### src/rtl/clk_pkg.sv
// Shared definitions for the slow-clock monitor: FSM encoding and default tuning constants.
package clk_pkg;

    typedef enum logic [1:0] {
        ST_IDLE    = 2'd0,
        ST_ACQUIRE = 2'd1,
        ST_LOCKED  = 2'd2,
        ST_LOST    = 2'd3
    } state_t;

    localparam int DEF_EXPECT_HALF = 51;
    localparam int DEF_TOL         = 2;
    localparam int DEF_TIMEOUT     = 1000;
    localparam int DEF_LOCK_COUNT  = 4;

    // True when m lies inside the closed window [lo, hi].
    function automatic logic in_window(
        input logic [31:0] m,
        input logic [31:0] lo,
        input logic [31:0] hi
    );
        return (m >= lo) && (m <= hi);
    endfunction

endpackage

### src/rtl/sync_edge.sv
// Synchroniser chain for an asynchronous slow clock plus rise/fall detection.
// SYNC_STAGES must be in 2..4. rise/fall are combinational from the last
// synchroniser flop and its delayed copy; the consumer registers them.
module sync_edge #(
    parameter int SYNC_STAGES = 2
) (
    input  logic clock,
    input  logic rst_n,
    input  logic clk_in,
    output logic s,
    output logic rise,
    output logic fall
);

    logic [SYNC_STAGES-1:0] sync_r;
    logic                   s_d_r;

    // Shift clk_in through the synchroniser and keep one delayed copy of its output.
    always_ff @(posedge clock or negedge rst_n) begin
        if (!rst_n) begin
            sync_r <= '0;
            s_d_r  <= 1'b0;
        end else begin
            sync_r <= {sync_r[SYNC_STAGES-2:0], clk_in};
            s_d_r  <= sync_r[SYNC_STAGES-1];
        end
    end

    assign s    = sync_r[SYNC_STAGES-1];
    assign rise = s & ~s_d_r;
    assign fall = ~s & s_d_r;

endmodule

### src/rtl/clk_monitor.sv
// Slow-clock monitor: turns an asynchronous slow clock into fast-domain edge
// strobes, measures each half-period and tracks lock / loss / error status.
module clk_monitor
    import clk_pkg::*;
#(
    parameter int SYNC_STAGES = 2,
    parameter int CNT_W       = 16,
    parameter int EXPECT_HALF = DEF_EXPECT_HALF,
    parameter int TOL         = DEF_TOL,
    parameter int LOCK_COUNT  = DEF_LOCK_COUNT,
    parameter int TIMEOUT     = DEF_TIMEOUT
) (
    input  logic             clock,
    input  logic             rst_n,
    input  logic             clk_in,
    output logic             rise_pulse,
    output logic             fall_pulse,
    output logic [CNT_W-1:0] half_period,
    output logic             period_valid,
    output logic             locked,
    output logic             lost,
    output logic [7:0]       err_cnt
);

    localparam int                GOOD_W    = $clog2(LOCK_COUNT + 1);
    localparam logic [CNT_W-1:0]  CNT_MAX   = {CNT_W{1'b1}};
    localparam logic [CNT_W-1:0]  TIMEOUT_C = CNT_W'(TIMEOUT);
    localparam logic [GOOD_W-1:0] LOCK_C    = GOOD_W'(LOCK_COUNT);

    logic              s_s;
    logic              rise_s;
    logic              fall_s;
    logic              edge_s;
    logic              good_meas_s;
    logic              meas_s;
    state_t            state_r;
    state_t            next_state_s;
    logic [CNT_W-1:0]  cnt_r;
    logic [GOOD_W-1:0] good_r;
    logic [GOOD_W-1:0] good_next_s;
    logic [7:0]        err_next_s;

    sync_edge #(
        .SYNC_STAGES(SYNC_STAGES)
    ) u_sync_edge (
        .clock (clock),
        .rst_n (rst_n),
        .clk_in(clk_in),
        .s     (s_s),
        .rise  (rise_s),
        .fall  (fall_s)
    );

    assign edge_s      = rise_s | fall_s;
    assign good_meas_s = in_window(32'(cnt_r),
                                   32'(EXPECT_HALF - TOL),
                                   32'(EXPECT_HALF + TOL));

    // Next-state, good-run and error-count decisions for the tracking FSM.
    always_comb begin
        next_state_s = state_r;
        good_next_s  = good_r;
        meas_s       = 1'b0;
        err_next_s   = err_cnt;
        case (state_r)
            ST_IDLE: begin
                if (edge_s) begin
                    next_state_s = ST_ACQUIRE;
                    good_next_s  = '0;
                end else begin
                    next_state_s = ST_IDLE;
                end
            end
            ST_ACQUIRE: begin
                if (edge_s) begin
                    meas_s = 1'b1;
                    if (good_meas_s) begin
                        if (good_r >= (LOCK_C - GOOD_W'(1))) begin
                            next_state_s = ST_LOCKED;
                            good_next_s  = LOCK_C;
                        end else begin
                            good_next_s  = good_r + GOOD_W'(1);
                        end
                    end else begin
                        good_next_s = '0;
                    end
                end else if (cnt_r >= TIMEOUT_C) begin
                    next_state_s = ST_LOST;
                    good_next_s  = '0;
                end else begin
                    next_state_s = ST_ACQUIRE;
                end
            end
            ST_LOCKED: begin
                if (edge_s) begin
                    meas_s = 1'b1;
                    if (good_meas_s) begin
                        next_state_s = ST_LOCKED;
                    end else begin
                        next_state_s = ST_ACQUIRE;
                        good_next_s  = '0;
                        if (err_cnt != 8'hFF) begin
                            err_next_s = err_cnt + 8'd1;
                        end else begin
                            err_next_s = err_cnt;
                        end
                    end
                end else if (cnt_r >= TIMEOUT_C) begin
                    next_state_s = ST_LOST;
                    good_next_s  = '0;
                end else begin
                    next_state_s = ST_LOCKED;
                end
            end
            ST_LOST: begin
                // The saturated count spans the dropout, so the recovering edge is not measured.
                good_next_s = '0;
                if (edge_s) begin
                    next_state_s = ST_ACQUIRE;
                end else begin
                    next_state_s = ST_LOST;
                end
            end
            default: begin
                next_state_s = ST_IDLE;
                good_next_s  = '0;
            end
        endcase
    end

    // State, counters and all registered outputs.
    always_ff @(posedge clock or negedge rst_n) begin
        if (!rst_n) begin
            state_r      <= ST_IDLE;
            cnt_r        <= '0;
            good_r       <= '0;
            rise_pulse   <= 1'b0;
            fall_pulse   <= 1'b0;
            half_period  <= '0;
            period_valid <= 1'b0;
            locked       <= 1'b0;
            lost         <= 1'b0;
            err_cnt      <= 8'd0;
        end else begin
            state_r <= next_state_s;
            good_r  <= good_next_s;
            if (edge_s) begin
                cnt_r <= CNT_W'(1);
            end else if (cnt_r != CNT_MAX) begin
                cnt_r <= cnt_r + CNT_W'(1);
            end else begin
                cnt_r <= cnt_r;
            end
            // Qualifying with s keeps the two strobes mutually exclusive by construction.
            rise_pulse   <= rise_s & s_s;
            fall_pulse   <= fall_s & ~s_s;
            period_valid <= meas_s;
            if (meas_s) begin
                half_period <= cnt_r;
            end else begin
                half_period <= half_period;
            end
            locked  <= (next_state_s == ST_LOCKED);
            lost    <= (next_state_s == ST_LOST);
            err_cnt <= err_next_s;
        end
    end

endmodule

### config.mk
export PLATFORM = sky130hd
export DESIGN_NAME = clk_monitor
export DESIGN_NICKNAME = d
export VERILOG_FILES = /design/src/rtl/clk_pkg.sv /design/src/rtl/sync_edge.sv /design/src/rtl/clk_monitor.sv
export SDC_FILE = /design/constraint.sdc
export NUM_CORES = 1
export LEC_CHECK = 0
export BUFFER_PORTS_ARGS = -buffer_cell sky130_fd_sc_hd__buf_2
export CAP_MARGIN = 20
export CORE_AREA = 2 2 74 76
export DETAILED_ROUTE_END_ITERATION = 10
export DIE_AREA = 0 0 76 78
export PLACE_DENSITY = 0.73
export SYNTH_ARGS = -nofsm -noshare
export SYNTH_HDL_FRONTEND = slang
export SYNTH_SLANG_ARGS = --single-unit
export TNS_END_PERCENT = 10
### constraint.sdc
create_clock -name clock -period 2 [get_ports clock]
set_input_delay 0.4 -clock clock [delete_from_list [all_inputs] [get_ports clock]]
set_output_delay 0.4 -clock clock [all_outputs]
set_load 0.01 [all_outputs]
==> out/metrics.yaml <==
run_status:
  status: "finished clean"
placement:
  placed_cell_area_mm2: 0.00293
  portBuffers: 31
  dp_hpwl_um: 3640
  place.gp.congestion: 0.872
pwr:
  combPwrFrac_pct: 29.6
  clockPowerShare_pct: 25.0
  p_seq_share_pct: 45.3
  power_mw: 2.79
  power.density_mw_per_mm2: 873
  power_leakage_nw: 1.63
  switchingPower_mw: 0.898
  peakVddDrop_v: 0.000589
  p_int_mw: 1.89
  swShare_pct: 32.2
global_routing:
  grtUsageTotal_pct: 18.8
  grt_max_degree: 54
  grt-ovfl-total: 0
  antenna_found_initial: 0
  grt_pass1_vias: 2005
  grt_pass1_wl_um: 8940
floorplan:
  core_area_mm2: 0.00504
  ios: 32
  dieWidth_um: 76
  die_h_um: 78
  start_util_pct: 51.0
  die-area_mm2: 0.00593
  row_count: 26
cells_and_area:
  fin_util_pct: 63.3
  stdcell_area_mm2: 0.00319
  final_cell_mix: "62 x nand2_1, 50 x dfrtp_1, 31 x buf_2"
  layout_commonest_cell: "nand2_1"
  drive_gt1_share_pct: 30.0
  nets: 337
  area_growth_pct: 24.1
  diodes: 0
logic_synthesis:
  syn_avg_cell_area_um2: 9.82
  syn_nets: 279
  syn_inst: 262
  synth_cell_types: 41
  netlist_area_mm2: 0.00257
  synth_seq_cells: 53
  ys_seq_area_share_pct: 51.6
  yosys_warnings: 0
timing:
  rsz0062_at_grt: "true"
  timing.fmax_mhz: 500
  relSlewSlack_pct: 69.2
  period_share_pct: 100
  period_needed_ps: 2000
  worst_pin_slew_ps: 461
  timing.final.max_slew_violations: 0
  setup_viol: 0
  final.setup_skew_ps: 8.82
  final-hold-violation-count: 0
  fin_hold_ws_ps: 74.9
clocking:
  cts_tree: "yes"
  cts_hold_buf: 0
  path_clk_slew_ps: 90
  cts.path.max_buffers: 2
  cts.htree.levels: 2
  clkLatencyLatePin_ps: 300
  clockRootBuffer: "clkbuf_8"
  clock_sinks: 53
  numCtsBuffers: 5
drt:
  wire_per_inst_um: 13.6
  num_vias: 2011
  antenna_left: 0
  dr_wl_met2_um: 2720
  drt_pre_antenna_iters: 4
  wl_met1_um: 2330
  drt-initial-drc-count: 144
  top_layer: "met4"
  wl_met3_um: 174
  finalWirelength_um: 5320
  viasPerCell: 5.16
  route.detailed.drc: 0
critical_path:
  cp.arrival_ps: 2180
  crit_path_start_kind: "register"
  cp_data_required_time_ps: 2180
  crit_type: "reg2reg"
  endpoint_kind: "register"
  crit_fanout: 5
job:
  max_cap_violations: 0
worst_hold_path:
  hp-class: "in2async"
-- synth_stat cells --
cell type,number,area share [%]
and3_1,4,0.97
nand2_2,2,0.49
nand3_1,12,2.3
and2_1,1,0.24
o2111ai_1,1,0.34
a21o_1,1,0.29
a211o_1,1,0.34
or2_2,2,0.49
nor2_2,1,0.24
nor4_4,1,0.83
nand2_1,62,9.0
a211oi_2,1,0.49
nand2b_1,1,0.24
nor4_2,1,0.49
ha_1,14,6.8
a21oi_1,8,1.6
a211oi_1,1,0.29
xor2_1,11,3.7
xnor2_1,8,2.7
o41ai_1,1,0.34
clkbuf_1,4,0.58
o21ai_1,2,0.39
nand4_1,7,1.7
dfrtp_1,53,52
buf_2,2,0.39
a2111oi_4,1,1.1
o21a_1,1,0.29
nor2_1,19,2.8
a31oi_1,2,0.49
inv_1,10,1.5
nor3_1,4,0.78
o2111a_1,1,0.44
nor2b_1,5,1.2
nor3_4,1,0.63
o21ai_0,9,1.8
a221oi_1,1,0.34
mux2_2,1,0.44
mux2i_1,1,0.39
clkinv_1,1,0.15
and2_2,1,0.29
o31ai_1,2,0.58
-- worst paths after layout --
kind / cells after the start / startpoint / to / slack, ps
min in group clock: 1 / clk_in / u_sync_edge.sync_r[0] / 210
max in group asynchronous: 2 / rst_n / good_r[0] / 1690
worst min register to register: 0 / u_sync_edge.sync_r[0] / u_sync_edge.sync_r[1] / 360
worst max-delay path: 7 / cnt_r[12] / lost / 0.6
worst max register to register: 7 / cnt_r[12] / lost / 0.6
worst min-delay path: 2 / rst_n / half_period[13] / 70
-- critical path, cell delays in order (launching register included) --
cell,delay [ps]
dfrtp_2,450
nor4_4,320
nand2_2,190
buf_4,180
o31ai_1,350
a21oi_1,140
o21ai_2,180
nor3_1,70
-- power by group through the flow --
stage	Combinational (mW)	Sequential (mW)	Clock, mW
floorplan	0.437	1.32	0
global placement	0.735	1.28	0
CTS	0.778	1.26	0.719
finish	0.826	1.26	0.698
global route	0.930	1.28	0.756
detailed placement	0.765	1.28	0
-- per-stage QoR --
stage | setup slack [ps] | TNS (ps) | instances
after floorplan | 79.1 | 0 | 262
after global placement | 74.0 | 0 | 374
after detailed placement | 31.9 | 0 | 374
after CTS | 27.4 | 0 | 382
after global routing | -77.7 | -296 | 390
final | 0.592 | 0 | 390
-- cells by family after synthesis --
kind of cell	Yosys count	share of synthesized area, %
adders and majority gates	14	6.81
and+or+nand+nor	124	22.8
muxes	2	0.827
buffers and inverters	17	2.58
DFF	53	51.6
xor gates and xnor gates	19	6.47
AOI/OAI and AO/OA	33	9.00
-- repair_timing --
item,4_1_cts,5_1_grt
endpoints found under the setup margin,1,18
setup buffers,1,8
cloned,0,0
gates resized for setup,2,21
pin swaps,1,9
-- cell type report --
type / count / area, um^2
clock buffers: 5 / 68.8
clock inverters: 2 / 35.0
fillers: 408 / 1850
inverters: 11 / 41.3
multi-input cells: 192 / 1270
flip-flops and latches: 53 / 1330
well taps: 70 / 87.6
repair buffers: 57 / 363
-- sequential cells by signal, summed over array words and instances, names as in the netlist --
signal / count
u_sync_edge.sync_r: 2
period_valid: 1
cnt_r: 16
half_period: 16
rise_pulse: 1
locked: 1
state_r: 2
fall_pulse: 1
err_cnt: 8
lost: 1
good_r: 3
u_sync_edge.s_d_r: 1
-- per-layer routing --
metal | vias to the layer above | track usage [%]
li1 | 988 | -
met1 | 976 | 23.2
met2 | 39 | 33.2
met3 | 8 | 3.26
met4 | 0 | 6.73
met5 | - | 0
(Power assumes the default switching activity.)
